$ cat src/rtl/ren_pkg.sv
// Shared rasterizer package.
// Holds the fixed-point and edge types used across the render pipeline and
// the tile record that the binner writes into the raster tile FIFO.
package ren_pkg;

  typedef logic signed [21:0] fp22_t;

  typedef struct packed {
    fp22_t a;
    fp22_t b;
    fp22_t c;
  } edge_t;

  // One binned tile: tile indices in tile units, plus the trivial-accept flag.
  typedef struct packed {
    logic [15:0] x;
    logic [15:0] y;
    logic        full;
  } tile_t;

endpackage

$ cat src/rtl/ren_tile_fetch_pkg.sv
// Package for the tile fetcher.
// Provides the fetcher state enum and the derivation of LOG2_N, the number
// of bits needed to index a block within one tile row or column.
package ren_tile_fetch_pkg;

  typedef enum logic [1:0] {
    TF_IDLE,
    TF_WAIT,
    TF_EMIT
  } tf_state_e;

  localparam int TF_TILE_SIZE = 16;
  localparam int TF_BLK       = 4;

  function automatic int tf_log2_n(input int tile_size, input int blk);
    return $clog2(tile_size / blk);
  endfunction

  localparam int LOG2_N = tf_log2_n(TF_TILE_SIZE, TF_BLK);

endpackage

$ cat src/rtl/ren_tile_fetch_if.sv
// Bundle between the tile fetcher, the external tile FIFO and the rasterizer.
//   i_en, i_fifo_empty, i_tile, o_fifo_read : tile FIFO read side
//   o_valid, i_ready, o_px, o_py, o_full,
//   o_last, o_busy                          : block beats toward the rasterizer
// master = the fetcher, slave = the FIFO/rasterizer environment.
interface ren_tile_fetch_if #(
  parameter int PIX_W = 16
) ();

  logic               i_en;
  logic               i_fifo_empty;
  ren_pkg::tile_t     i_tile;
  logic               o_fifo_read;
  logic               o_valid;
  logic               i_ready;
  logic [PIX_W-1:0]   o_px;
  logic [PIX_W-1:0]   o_py;
  logic               o_full;
  logic               o_last;
  logic               o_busy;

  modport master (
    input  i_en, i_fifo_empty, i_tile, i_ready,
    output o_fifo_read, o_valid, o_px, o_py, o_full, o_last, o_busy
  );

  modport slave (
    output i_en, i_fifo_empty, i_tile, i_ready,
    input  o_fifo_read, o_valid, o_px, o_py, o_full, o_last, o_busy
  );

endinterface

$ cat src/rtl/ren_tile_fetch.sv
// Tile fetcher: pops tiles from the binner's raster tile FIFO and walks each
// one as a raster of BLK x BLK blocks, handing block origins to the
// rasterizer over valid/ready. Trivially-accepted tiles go out as one beat.
// Ports:
//   clk  : clock, rising edge
//   rstn : synchronous reset, active high
//   bus  : ren_tile_fetch_if master (FIFO pop side + block beat side)
module ren_tile_fetch
  import ren_pkg::*;
  import ren_tile_fetch_pkg::*;
#(
  parameter int TILE_SIZE = 16,
  parameter int BLK       = 4,
  parameter int PIX_W     = 16
) (
  input  logic              clk,
  input  logic              rstn,
  ren_tile_fetch_if.master  bus
);

  localparam int N_BLK      = TILE_SIZE / BLK;
  localparam int BLK_LOG2_N = tf_log2_n(TILE_SIZE, BLK);
  localparam int CNT_W      = (BLK_LOG2_N > 0) ? BLK_LOG2_N : 1;
  localparam int TS_SH      = $clog2(TILE_SIZE);
  localparam int BLK_SH     = $clog2(BLK);
  localparam logic [CNT_W-1:0] MAX_IDX = CNT_W'(N_BLK - 1);

  tf_state_e         state_q, state_d;
  logic [15:0]       tx_q, tx_d, ty_q, ty_d;
  logic [CNT_W-1:0]  bx_q, bx_d, by_q, by_d;
  logic [CNT_W-1:0]  bx_n, by_n;
  logic              full_q, full_d, last_q, last_d;
  logic              valid_q, valid_d, busy_q, busy_d;
  logic [PIX_W-1:0]  px_q, px_d, py_q, py_d;
  logic              fifo_read, can_pop, handshake;

  // Tile index times tile size plus block index times block size, with the
  // multiplications done as shifts and the sum wrapping at PIX_W bits.
  function automatic logic [PIX_W-1:0] origin(input logic [15:0] t,
                                              input logic [CNT_W-1:0] b);
    logic [PIX_W-1:0] tw;
    logic [PIX_W-1:0] bw;
    tw = PIX_W'(t);
    bw = PIX_W'(b);
    return (tw << TS_SH) + (bw << BLK_SH);
  endfunction

  // Next-state logic. The pop strobe is decided combinationally so that a
  // tile can be popped in the same cycle as the last beat's handshake,
  // leaving exactly one WAIT bubble between back-to-back tiles. All beat
  // outputs are computed one cycle ahead so they come straight from flops.
  always_comb begin
    state_d   = state_q;
    tx_d      = tx_q;
    ty_d      = ty_q;
    bx_d      = bx_q;
    by_d      = by_q;
    full_d    = full_q;
    last_d    = last_q;
    valid_d   = valid_q;
    busy_d    = busy_q;
    px_d      = px_q;
    py_d      = py_q;
    fifo_read = 1'b0;
    can_pop   = bus.i_en && !bus.i_fifo_empty;
    handshake = valid_q && bus.i_ready;
    bx_n      = (bx_q == MAX_IDX) ? '0 : bx_q + 1'b1;
    by_n      = (bx_q == MAX_IDX) ? by_q + 1'b1 : by_q;

    case (state_q)
      TF_IDLE: begin
        if (can_pop) begin
          fifo_read = 1'b1;
          state_d   = TF_WAIT;
          busy_d    = 1'b1;
        end
      end
      TF_WAIT: begin
        tx_d    = bus.i_tile.x;
        ty_d    = bus.i_tile.y;
        full_d  = bus.i_tile.full;
        bx_d    = '0;
        by_d    = '0;
        px_d    = origin(bus.i_tile.x, '0);
        py_d    = origin(bus.i_tile.y, '0);
        last_d  = bus.i_tile.full || (BLK_LOG2_N == 0);
        valid_d = 1'b1;
        busy_d  = 1'b1;
        state_d = TF_EMIT;
      end
      TF_EMIT: begin
        if (handshake) begin
          if (last_q) begin
            valid_d = 1'b0;
            last_d  = 1'b0;
            full_d  = 1'b0;
            if (can_pop) begin
              fifo_read = 1'b1;
              state_d   = TF_WAIT;
              busy_d    = 1'b1;
            end else begin
              state_d   = TF_IDLE;
              busy_d    = 1'b0;
            end
          end else begin
            bx_d   = bx_n;
            by_d   = by_n;
            px_d   = origin(tx_q, bx_n);
            py_d   = origin(ty_q, by_n);
            last_d = (bx_n == MAX_IDX) && (by_n == MAX_IDX);
          end
        end
      end
      default: state_d = TF_IDLE;
    endcase
  end

  // State and output registers; reset drops any held tile.
  always_ff @(posedge clk) begin
    if (rstn) begin
      state_q <= TF_IDLE;
      tx_q    <= '0;
      ty_q    <= '0;
      bx_q    <= '0;
      by_q    <= '0;
      full_q  <= 1'b0;
      last_q  <= 1'b0;
      valid_q <= 1'b0;
      busy_q  <= 1'b0;
      px_q    <= '0;
      py_q    <= '0;
    end else begin
      state_q <= state_d;
      tx_q    <= tx_d;
      ty_q    <= ty_d;
      bx_q    <= bx_d;
      by_q    <= by_d;
      full_q  <= full_d;
      last_q  <= last_d;
      valid_q <= valid_d;
      busy_q  <= busy_d;
      px_q    <= px_d;
      py_q    <= py_d;
    end
  end

  // Reset overrides a pop request raised in the same cycle.
  assign bus.o_fifo_read = fifo_read && !rstn;
  assign bus.o_valid     = valid_q;
  assign bus.o_px        = px_q;
  assign bus.o_py        = py_q;
  assign bus.o_full      = full_q;
  assign bus.o_last      = last_q;
  assign bus.o_busy      = busy_q;

endmodule
$ cat src/flat_wrapper.sv
// flat-port wrapper written by rule: the top's interface ports become plain ports
module ren_tile_fetch_flat import ren_pkg::*; import ren_tile_fetch_pkg::*;
#(
  parameter int TILE_SIZE = 16,
  parameter int BLK       = 4,
  parameter int PIX_W     = 16
)
  (clk, rstn, bus_i_en, bus_i_fifo_empty, bus_i_tile, bus_i_ready, bus_o_fifo_read, bus_o_valid, bus_o_px, bus_o_py, bus_o_full, bus_o_last, bus_o_busy);
  ren_tile_fetch_if #(.PIX_W(PIX_W)) bus_i ();
  input  logic clk;
  input  logic rstn;
  input wire logic [$bits(bus_i.i_en)-1:0] bus_i_en;
  input wire logic [$bits(bus_i.i_fifo_empty)-1:0] bus_i_fifo_empty;
  input wire logic [$bits(bus_i.i_tile)-1:0] bus_i_tile;
  input wire logic [$bits(bus_i.i_ready)-1:0] bus_i_ready;
  output wire logic [$bits(bus_i.o_fifo_read)-1:0] bus_o_fifo_read;
  output wire logic [$bits(bus_i.o_valid)-1:0] bus_o_valid;
  output wire logic [$bits(bus_i.o_px)-1:0] bus_o_px;
  output wire logic [$bits(bus_i.o_py)-1:0] bus_o_py;
  output wire logic [$bits(bus_i.o_full)-1:0] bus_o_full;
  output wire logic [$bits(bus_i.o_last)-1:0] bus_o_last;
  output wire logic [$bits(bus_i.o_busy)-1:0] bus_o_busy;
  assign bus_i.i_en = bus_i_en;
  assign bus_i.i_fifo_empty = bus_i_fifo_empty;
  assign bus_i.i_tile = bus_i_tile;
  assign bus_i.i_ready = bus_i_ready;
  assign bus_o_fifo_read = bus_i.o_fifo_read;
  assign bus_o_valid = bus_i.o_valid;
  assign bus_o_px = bus_i.o_px;
  assign bus_o_py = bus_i.o_py;
  assign bus_o_full = bus_i.o_full;
  assign bus_o_last = bus_i.o_last;
  assign bus_o_busy = bus_i.o_busy;
  ren_tile_fetch #(.TILE_SIZE(TILE_SIZE), .BLK(BLK), .PIX_W(PIX_W)) u_core (.clk(clk), .rstn(rstn), .bus(bus_i));
endmodule
$ cat config.mk
export PLATFORM = sky130hd
export DESIGN_NAME = ren_tile_fetch_flat
export DESIGN_NICKNAME = d
export VERILOG_FILES = /design/src/rtl/ren_pkg.sv /design/src/rtl/ren_tile_fetch_pkg.sv /design/src/rtl/ren_tile_fetch_if.sv /design/src/rtl/ren_tile_fetch.sv /design/src/flat_wrapper.sv
export SDC_FILE = /design/constraint.sdc
export NUM_CORES = 1
export LEC_CHECK = 0
export CAP_MARGIN = 20
export CELL_PAD_IN_SITES_DETAIL_PLACEMENT = 1
export CELL_PAD_IN_SITES_GLOBAL_PLACEMENT = 1
export CORE_ASPECT_RATIO = 0.75
export CORE_UTILIZATION = 25
export DETAILED_ROUTE_END_ITERATION = 7
export PLACE_DENSITY_LB_ADDON = 0.1
export SLEW_MARGIN = 20
export SYNTH_ARGS = -nofsm -noshare
export SYNTH_HDL_FRONTEND = slang
export SYNTH_SLANG_ARGS = --single-unit
export TNS_END_PERCENT = 50
$ cat constraint.sdc
create_clock -name clk -period 2.1 [get_ports clk]
set_input_delay 0.42 -clock clk [delete_from_list [all_inputs] [get_ports clk]]
set_output_delay 0.42 -clock clk [all_outputs]
set_load 0.005 [all_outputs]
==> flow_summary.toml <==
[detailed_routing]
drtIter0Drc = 69
ant_nets = 0
wirelength_um = 7940
wl_met1_um = 3920
routed.top_layer = "met4"
met2_length_um = 3470
drc_errors = 0
wl_per_cell_um = 16.7
wl_met3_um = 437
firstDrtPassIters = 4
via_per_inst = 4.84
vias = 2310

[synth]
synth_edf_count = 0
seq_area_frac_synth_pct = 41.9
yosysWarnings = 0
ys_async_sr_fraction_pct = 0
ys_types = 42
avgSynthCellArea_um2 = 10.3
syn-instance-count = 269
ys_seq_elements = 58
netlist_area_mm2 = 0.00277
ys.flop_type = "dfxtp_1"

[outcome]
status = "completed"

[final_layout]
final_cells = 477
final_util_pct = 36.6
syn_to_final_growth_pct = 39.0
drive_gt1_share_pct = 10.9
insertedDiodeCount = 0
mostFrequentLayoutCell = "clkdlybuf4s50_1"
nNetsFinal = 381
layout_common_cells = "clkdlybuf4s50_1, dfxtp_1, mux2i_1, nor2_1, o211ai_1"
fill_cells = 1173

[floorplanning]
fp.dieW_um = 124
die_h_um = 93.2
io_pins = 75
initial_core_util_pct = 26.3
core_mm2 = 0.0105
num_rows = 32
die-area_mm2 = 0.0115

[clock_network]
cts-root-buf = "clkbuf_16"
clock_sinks = 58
path_clk_slew_ns = 0.05
cts_hold_buffers = 0
cts-buffers-inserted = 9
htreeDepth = 3
clk_latency_ns = 0.33
cts_buffer_depth = 2
cts_tree = "done"
cts_setup_buffers = 0

[critical_path]
cp.buffers_inverters = 2
crit_family = "buffers and inverters"
crit_fanout = 2
cp-end-kind = "primary output"
arrival_ns = 1.59
critical-path-slowest-cell = "clkdlybuf4s50_1"
crit_path_max_incr_delay_ns = 0.48
critPathLaunchType = "input port"
worstSetupPathType = "in2out"
path_cells = "clkdlybuf4s50_1, and3_1, a21oi_1, nor3_1, dlygate4sd2_1"
crit_required_ns = 1.68

[timing]
rsz0062_at_grt = "no"
timing.fmax_mhz = 498
drv_slew = 0
post-route-period-util_pct = 95.7
hold_viol_final = 0
skew_ns = 0.00502
setup_viol = 0
final.min_clock_period_ns = 2.01

[global_route]
grt_pass1_vias = 2477
grt_max_degree = 33
antenna_found_initial = 0
grt_usage_pct = 14.7
grt_pass1_wl_um = 12700
gr-total-overflow = 0

[placement]
hpwl_um = 5220
place.port_buffers = 62
dp.cells = 461
gp_congestion = 0.673

[pwr]
power_leakage_uw = 0.00163
p_total_uw = 4800
p_per_area_mw_per_mm2 = 1250
ir_worst_vdd_uv = 531

[worst_hold_path]
min_path_type = "reg2reg"

[run]
max_cap_violations = 0
timing repair:
item	CTS	global route
setup endpoints to repair	1	0
resized for setup	1	0
endpoints found under the hold margin	0	0
report_power, final:
part | leakage (µW) | internal [µW] | switching [µW]
Sequential | 0.000476 | 1390 | 146
Combinational | 0.00102 | 984 | 952
Clock | 0.000127 | 829 | 501
Total | 0.00163 | 3200 | 1600
logic make-up after synthesis:
| kind of cell | Yosys count | share of synthesized area [%] |
|---|---|---|
| AOI/OAI and AO/OA | 69 | 21.2 |
| xor gates and xnor gates | 1 | 0.316 |
| adders and majority gates | 7 | 3.16 |
| buffers and inverters | 34 | 6.40 |
| DFF | 58 | 41.9 |
| muxes | 51 | 18.4 |
| other | 1 | 0.135 |
| and+or+nand+nor | 48 | 8.57 |
area by class of cell:
| class | instances | area, µm² | share of cell area (%) |
|---|---|---|---|
| flip-flops and latches | 58 | 1160 | 30.1 |
| well taps | 136 | 170 | 4.41 |
| inverters | 7 | 26.3 | 0.682 |
| multi-input cells | 180 | 1450 | 37.7 |
| repair buffers | 80 | 779 | 20.2 |
| clock buffers | 14 | 254 | 6.59 |
| clock inverters | 2 | 12.5 | 0.325 |
synth_stat cells (all sizes together) (2+ instances only):
| master | number | share of area [%] |
|---|---|---|
| dfxtp | 58 | 42 |
| nand2b | 2 | 0.45 |
| clkbuf | 9 | 1.2 |
| inv | 7 | 0.95 |
| and3b | 2 | 0.63 |
| o211a | 24 | 8.7 |
| o21ai | 3 | 0.54 |
| nor2b | 4 | 0.90 |
| a21oi | 5 | 0.90 |
| ha | 7 | 3.2 |
| nand4 | 2 | 0.45 |
| nand2 | 5 | 0.68 |
| mux2i | 51 | 18 |
| nor2 | 26 | 3.5 |
| o211ai | 25 | 6.8 |
| buf | 18 | 4.2 |
final timing paths:
| kind | from | to | slack (ns) | depth (start not counted) |
|---|---|---|---|---|
| hold reg to reg | u_core.tx_q[5] | u_core.tx_q[5] | 0.49 | 2 |
| setup reg to reg | u_core.state_q[1] | u_core.bx_q[0] | 0.32 | 5 |
| hold / removal | u_core.tx_q[5] | u_core.tx_q[5] | 0.49 | 2 |
| setup / recovery | bus_i_ready | bus_o_fifo_read | 0.09 | 5 |
routing by layer:
metal / vias up / track usage, %
met1: 1132 / 18.8
met4: 0 / 5.42
met3: 13 / 5.00
met2: 47 / 22.6
met5: - / 0
li1: 1118 / -
per-stage QoR:
step | hold slack [ns] | cell area, µm² | setup TNS, ns | setup WS [ns]
detailed placement | 0.485 | 3590 | -0.202 | -0.202
floorplan | 0.460 | 2790 | 0 | 0.463
finish | 0.490 | 3850 | 0 | 0.0911
global placement | 0.472 | 3590 | -0.156 | -0.156
global route | 0.511 | 3850 | 0 | 0.0244
CTS | 0.497 | 3850 | 0 | 0.0708
sequential cells by signal, indices dropped and copies added, names as in the netlist:
signal              count
u_core.state_q          2
u_core.tx_q            12
u_core.bus.o_py        13
u_core.bus.o_busy       1
u_core.bus.o_last       1
u_core.bus.o_full       1
u_core.bx_q             1
u_core.ty_q            12
u_core.bus.o_valid      1
u_core.by_q             1
u_core.bus.o_px        13
worst register-to-register path, cell delays in order (launching register included):
cell and delay (ns):
dfxtp_1 0.39, inv_1 0.10, ha_1 0.32, buf_4 0.28
o21a_4 0.40, mux2i_1 0.21
(Power assumes the default switching activity.)
